<file path="src/rtl/ram_mover_pkg.sv">
// Shared encodings for the RAM block mover: FSM state values and transfer modes.
package ram_mover_pkg;

    typedef enum logic [1:0] {
        ST_IDLE  = 2'd0,
        ST_READ  = 2'd1,
        ST_WRITE = 2'd2,
        ST_DONE  = 2'd3
    } state_e;

    localparam logic MODE_COPY = 1'b0;
    localparam logic MODE_FILL = 1'b1;

endpackage

</file>
<file path="src/rtl/ram_block_mover.sv">
// Small DMA engine for ram8: block COPY (src range to dst range) or block FILL
// (constant to dst range), one word per RAM access, ascending addresses.
module ram_block_mover
    import ram_mover_pkg::*;
#(
    parameter int ADDR_W = 3,
    parameter int DATA_W = 16
) (
    input  logic              clk,
    input  logic              rst_n,
    input  logic              start,
    input  logic              mode,
    input  logic [ADDR_W-1:0] src_addr,
    input  logic [ADDR_W-1:0] dst_addr,
    input  logic [ADDR_W:0]   count,
    input  logic [DATA_W-1:0] fill_value,
    output logic              busy,
    output logic              done,
    output logic [ADDR_W-1:0] mem_address,
    output logic [DATA_W-1:0] mem_in,
    output logic              mem_load,
    input  logic [DATA_W-1:0] mem_out
);

    localparam logic [ADDR_W:0]   REM_ONE  = {{ADDR_W{1'b0}}, 1'b1};
    localparam logic [ADDR_W-1:0] PTR_STEP = {{(ADDR_W-1){1'b0}}, 1'b1};

    state_e              state_q, state_d;
    logic [ADDR_W-1:0]   src_q, src_d;
    logic [ADDR_W-1:0]   dst_q, dst_d;
    logic [ADDR_W:0]     rem_q, rem_d;
    logic [DATA_W-1:0]   data_q, data_d;
    logic [DATA_W-1:0]   fill_q, fill_d;
    logic                mode_q, mode_d;

    // NOTE: every signal assigned in an always_comb gets a default first, so no path can infer a latch.
    always_comb begin
        state_d = state_q;
        src_d   = src_q;
        dst_d   = dst_q;
        rem_d   = rem_q;
        data_d  = data_q;
        fill_d  = fill_q;
        mode_d  = mode_q;

        unique case (state_q)
            ST_IDLE: begin
                if (start) begin
                    src_d  = src_addr;
                    dst_d  = dst_addr;
                    rem_d  = count;
                    mode_d = mode;
                    fill_d = fill_value;
                    if (count == '0)
                        state_d = ST_DONE;
                    else if (mode == MODE_COPY)
                        state_d = ST_READ;
                    else
                        state_d = ST_WRITE;
                end
            end
            ST_READ: begin
                data_d  = mem_out;
                src_d   = src_q + PTR_STEP;
                state_d = ST_WRITE;
            end
            ST_WRITE: begin
                dst_d = dst_q + PTR_STEP;
                rem_d = rem_q - REM_ONE;
                if (rem_q == REM_ONE)
                    state_d = ST_DONE;
                else if (mode_q == MODE_COPY)
                    state_d = ST_READ;
                else
                    state_d = ST_WRITE;
            end
            ST_DONE: begin
                state_d = ST_IDLE;
            end
            default: state_d = ST_IDLE;
        endcase
    end

    // Outputs decode the state register alone, so reset silences the RAM port at once.
    always_comb begin
        busy        = 1'b0;
        done        = 1'b0;
        mem_load    = 1'b0;
        mem_address = '0;
        mem_in      = '0;

        unique case (state_q)
            ST_READ: begin
                busy        = 1'b1;
                mem_address = src_q;
            end
            ST_WRITE: begin
                busy        = 1'b1;
                mem_load    = 1'b1;
                mem_address = dst_q;
                mem_in      = (mode_q == MODE_FILL) ? fill_q : data_q;
            end
            ST_DONE: begin
                done = 1'b1;
            end
            default: ;
        endcase
    end

    // NOTE: sequential state uses non-blocking assignments so every flop samples pre-edge values.
    always_ff @(posedge clk or negedge rst_n) begin
        if (!rst_n) begin
            state_q <= ST_IDLE;
            src_q   <= '0;
            dst_q   <= '0;
            rem_q   <= '0;
            data_q  <= '0;
            fill_q  <= '0;
            mode_q  <= MODE_COPY;
        end else begin
            state_q <= state_d;
            src_q   <= src_d;
            dst_q   <= dst_d;
            rem_q   <= rem_d;
            data_q  <= data_d;
            fill_q  <= fill_d;
            mode_q  <= mode_d;
        end
    end

endmodule

</file>
<file path="config.mk">
export PLATFORM = sky130hd
export DESIGN_NAME = ram_block_mover
export DESIGN_NICKNAME = d
export VERILOG_FILES = /design/src/rtl/ram_mover_pkg.sv /design/src/rtl/ram_block_mover.sv
export SDC_FILE = /design/constraint.sdc
export NUM_CORES = 1
export LEC_CHECK = 0
export CORE_MARGIN = 3
export CORE_UTILIZATION = 48
export CTS_CLUSTER_DIAMETER = 30
export DETAILED_ROUTE_END_ITERATION = 10
export PLACE_DENSITY = 0.8
export SYNTH_ARGS = -nofsm -noshare
export SYNTH_HDL_FRONTEND = slang
export SYNTH_SLANG_ARGS = --single-unit
</file>
<file path="constraint.sdc">
create_clock -name clk -period 2.2 [get_ports clk]
set_clock_uncertainty 0.2 [all_clocks]
set_input_delay 0.33 -clock clk [delete_from_list [all_inputs] [get_ports clk]]
set_output_delay 0.33 -clock clk [all_outputs]
set_load 0.05 [all_outputs]
</file>
# --- After elaboration in Yosys (flattened, before gate mapping) ---
# Cells that the tools add are included.
totals:
  latchBits: 0
  out_inout_bits: 22
  ram_bits: 0
  regBits: 45
  wordCells: 41
  rom_bits: 0
  memories: 0
  input_bits: 46
op_classes:
  reduce_logical: 8
  eq_ne: 5
  div_mod_pow: 0
  bitwise_logic: 0
  mux: 18
  n_addsub: 3
  shifts: 0
  mul: 0
  n_lt_le_gt_ge: 0
ops:
  columns: ["operator", "n"]
  rows:
  - ["$mux W16", 2]
  - ["$pmux W3 S2", 3]
  - ["$mux W2", 5]
  - ["$pmux W2 S4", 1]
  - ["$pmux W4 S2", 1]
  - ["$add A3 B1 Y3 const B", 2]
  - ["$mux W3", 2]
  - ["$reduce_and A2 Y1", 3]
  - ["$eq A2 B2 Y1 const B", 2]
  - ["$eq A4 B1 Y1 const B", 1]
  - ["$logic_not A4 Y1", 1]
  - ["$mux W4", 1]
  - ["$reduce_bool A2 Y1", 2]
  - ["$sub A4 B1 Y4 const B", 1]
  - ["$mux W1", 3]
  - ["$eq A2 B1 Y1 const B", 1]
  - ["$logic_not A2 Y1", 1]
  - ["$ne A2 B2 Y1 const B", 1]
  - ["$reduce_or A2 Y1", 1]

# --- Depth between registers and ports, before layout ---
# Gate-level depths: netlist of run 1.
depth:
  depth_word: 4
  depth_mapped: 7
  ltp_nobuf: 5

# --- Least setup slack after synthesis of run 1 ---
# No wires, ideal clock.
synth_path:
  kind: "reg2out"
  startpoint: "register state_q[0]"
  endpoint: "output mem_in[10]"
  path_buffers: 2
  setup_slack_ns: -0.518
  t_required_ns: 1.670
  stages_incl_launch_ff: 7
  arrival_time_ns: 2.188
  cell_sequence: "dfrtp_1 > inv_1 > ha_1 > inv_1 > buf_2 > buf_2 > nor2_1"
synth_via:
  elab_chain_cells: 2
synth_rtl:
  columns: ["item", "line_no", "rtl"]
  rows:
  - ["from (decl)", "ram_block_mover.sv:28", "state_e state_q, state_d;"]
  - ["from (signal assigned)", "ram_block_mover.sv:121", "state_q <= state_d;"]
  - ["$eq A2 B2 Y1", "ram_block_mover.sv:92", "unique case (state_q)"]
  - ["$mux W16", "ram_block_mover.sv:92", null]
  - ["to (decl)", "ram_block_mover.sv:20", "output logic [DATA_W-1:0] mem_in,"]
# Every way passes these cells.

# --- Final worst setup path of run 1 ---
layout_path:
  startpoint: "register state_q[0]"
  endpoint: "output mem_address[2]"
layout_via:
  elab_chain_cells: 2
  word_cells_on_any_way: 3
  classes_between: "eq/ne (2); mux (1)"
layout_rtl:
  columns: ["item", "line_no", "rtl"]
  rows:
  - ["$eq A2 B2 Y1 / $eq A2 B1 Y1 (equally long branches)", "ram_block_mover.sv:92", null]
  - ["$pmux W3 S2 *", "ram_block_mover.sv:92", null]
  - ["to (decl)", "ram_block_mover.sv:19", "output logic [ADDR_W-1:0] mem_address,"]
# Mark *: on every way between the ends. The rest lies on a longest branch, timed or not.

==> results of run 1 <==
==> worst register-to-register path, cell delays in order, from the launching register on <==
cell      delay (ns)
dfrtp_1         0.43
inv_1           0.13
ha_1            0.40
nand2b_1        0.29
and4_1          0.28
nor3_1          0.20
==> state kept, by name (all words and copies together), names as in the netlist <==
| name | count |
|---|---|
| data_q | 16 |
| fill_q | 16 |
| rem_q | 4 |
| dst_q | 3 |
| src_q | 3 |
| state_q | 2 |
| mode_q | 1 |
==> power by group <==
| group | leakage (uW) | internal, uW | total [uW] | switching, uW |
|---|---|---|---|---|
| clock | 0.0000585 | 370 | 636 | 266 |
| combinational | 0.000884 | 1560 | 3390 | 1830 |
| sequential | 0.000525 | 1260 | 1560 | 307 |
==> cell type report <==
class | count | area [um2] | area share
well taps | 67 | 83.8 | 0.0241
clock buffers | 7 | 86.3 | 0.0248
multi-input cells | 147 | 1300 | 0.373
repair buffers | 82 | 830 | 0.238
clock inverters | 1 | 30.0 | 0.00863
flip-flops and latches | 45 | 1130 | 0.324
inverters | 6 | 22.5 | 0.00647
==> cell usage in the layout, fill, tap and decap left out, types with 5 or more instances in the layout <==
| master | instances |
|---|---|
| buf_12 | 8 |
| a21oi_1 | 9 |
| clkdlybuf4s50_1 | 44 |
| nor2_2 | 6 |
| dfrtp_1 | 44 |
| buf_4 | 27 |
| nand3b_1 | 5 |
| inv_1 | 6 |
| nor2_4 | 10 |
| nand2b_1 | 6 |
| ha_1 | 6 |
| nor2_1 | 5 |
| clkbuf_8 | 6 |
| mux2i_1 | 16 |
| mux2_2 | 31 |
==> stage by stage <==
step | total power (uW) | cells | instance area (um2)
2_1_floorplan | 3950 | 211 | 2520
3_3_place_gp | 4870 | 344 | 3330
3_5_place_dp | 4950 | 344 | 3330
4_1_cts | 5620 | 355 | 3470
5_1_grt | 5930 | 355 | 3480
6_report | 5580 | 355 | 3480
==> worst max path at each step <==
stage	endpoint	slack [ns]	depth (start not counted)
after floorplan	mem_in[10]	0.03	6
after global placement	dst_q[1]	0.22	4
after detailed placement	rem_q[3]	0.15	4
after CTS	mem_address[2]	0.04	5
after global routing	mem_in[9]	0.002	4
final	mem_address[2]	0.07	4
==> repair_timing <==
action,4_1_cts,5_1_grt
gates resized for setup,0,3
setup endpoints to repair,6,4
hold endpoints to repair,22,0
hold buffers,1,0
setup buffers,2,0
==> logic make-up (layout without fill, tap and decap cells) <==
group	after synthesis	count (layout)	synth area share
AND/OR/NAND/NOR	58	58	0.134
multiplexers	50	50	0.225
flip-flops	45	45	0.467
AO/OA/AOI/OAI	31	31	0.0912
buffers and inverters	19	96	0.0420
adder cells (fa/ha/maj)	8	8	0.0415
==> per-layer routing <==
metal	up-vias	GRT usage	wire length (um)
li1	909	-	-
met1	896	0.237	2360
met3	7	0.0469	308
met5	-	0	0
met4	0	0.0562	67
met2	53	0.340	2730
==> metrics.txt, run 1 <==
Yosys warnings=0; die height=76.9 um; Synth Flop Type=dfrtp_1; Gate Count Post-Synth=211; die area=5920 um2; vias=1865; Final WS setup=0.0684 ns; worst-skew pair later-pin latency=0.29 ns; via/cell ratio=5.25; most frequent cells after synthesis=45 x dfrtp_1, 31 x mux2_2, 21 x nor2_1, 16 x mux2i_1; first-pass detailed-route iteration total=4; status=complete, no violations; #FFs+latches synth=45; sequential area share after synthesis=0.467; Worst Setup End Kind=output pin; wire per inst=15.4 um; CP startpoint kind=flop; Synth-to-Final Area Change=44.1%; detailed-route DRC error count=0; gr usage total=0.194; worst-margin pin slew=0.536 ns; CTS Buf Count=5; Slew Viols, Final=0; final hold vios=0; buffers plus inverters on the worst setup path=2; worst-path cell chain=inv_1, ha_1, nor2b_2, buf_12; Post-Route WL=5.47 mm; share of the synthesized area in the top cell type=0.467; cell family with most CP delay=flip-flops; crit path max fanout=4; Initial Utilization=0.504; # Max-Cap Violations=0; Pleak=0.00147 uW; Worst R2R Start=state_q[0]; asr flop ratio synth=1.00; Synth area leaders=dfrtp_1 47%, mux2_2 14%, mux2i_1 6.6%, ha_1 4.1%, nor2_1 3.3%; Sum Neg Setup Slack=0 ns; Cell Rows=25; Port Buf Inserts=67; Pwr Density=1610 nW/um2; Layout fillers=341; Max stage delay on crit path=0.41 ns; VDD IR max=0.00110 V; H-Tree Depth=2; slowest CP cell=dfrtp_1; FF-to-FF setup slack=0.19 ns; first-pass GRT wire length=9.25 mm; Data arrival, critical path=1.60 ns; vias in the first global route=1943; TritonCTS clock tree=done; maximum clock rate=469 MHz; GPL Wtd Cong=0.859; hold_ws=0.298 ns; clock root buffer=clkbuf_8; Ports=68; layout cells sized above 1=0.372; Die Width=76.9 um; Routed Antenna Nets=0; Setup crit start=state_q[0]; Clock transition at path regs=0.08 ns; worst r2r path cells=5; RSZ-0062 raised after global routing=false; CP Class=flop to output pin; minimum clock period=2.13 ns; Final HPWL DP=4.12 mm; Hold Path Origin=fill_q[11]; Syn Std Cell Area=2410 um2; syn_nets=265; fin crit share=0.969; DP Worst Slack=0.146 ns; final core area utilization=0.727; ant diodes=0; Synth cell types=37; largest net degree at the start of global routing=25; cell taking the most area after synthesis=dfrtp_1; Core Area=4790 um2; Hold Path Sink=fill_q[11]; Clock Sinks=45; CTS Buffer Depth=2; Reg2Reg Capture Point=rem_q[3]; final setup fails=0; EDFF count, synth=0; HP Class=flop to flop; top-count cell post-synth=dfrtp_1; drt first-iter violations=63; total grt overflow=0; Syn Area/Cell=11.4 um2; Hold Path Depth=1; initial antenna violation count=0; WP data required=1.67 ns; Worst slew margin=0.642; fin nets=341
Power figures use the tool's default switching activity.
==> run 2, diff against run 1 <==
--- a/config.mk
+++ b/config.mk
@@ -9,6 +9,7 @@
 export CORE_UTILIZATION = 48
 export CTS_CLUSTER_DIAMETER = 30
 export DETAILED_ROUTE_END_ITERATION = 10
+export GPL_TIMING_DRIVEN = 1
 export PLACE_DENSITY = 0.8
 export SYNTH_ARGS = -nofsm -noshare
 export SYNTH_HDL_FRONTEND = slang
==> results of run 2 <==
No change in the layout: final DEF, timing and power equal those of run 1.
==> run 3, diff against run 2 <==
--- a/config.mk
+++ b/config.mk
@@ -5,6 +5,7 @@
 export SDC_FILE = /design/constraint.sdc
 export NUM_CORES = 1
 export LEC_CHECK = 0
+export ABC_AREA = 0
 export CORE_MARGIN = 3
 export CORE_UTILIZATION = 48
 export CTS_CLUSTER_DIAMETER = 30
==> results of run 3 <==
No change in the layout: final DEF, timing and power equal those of run 1.
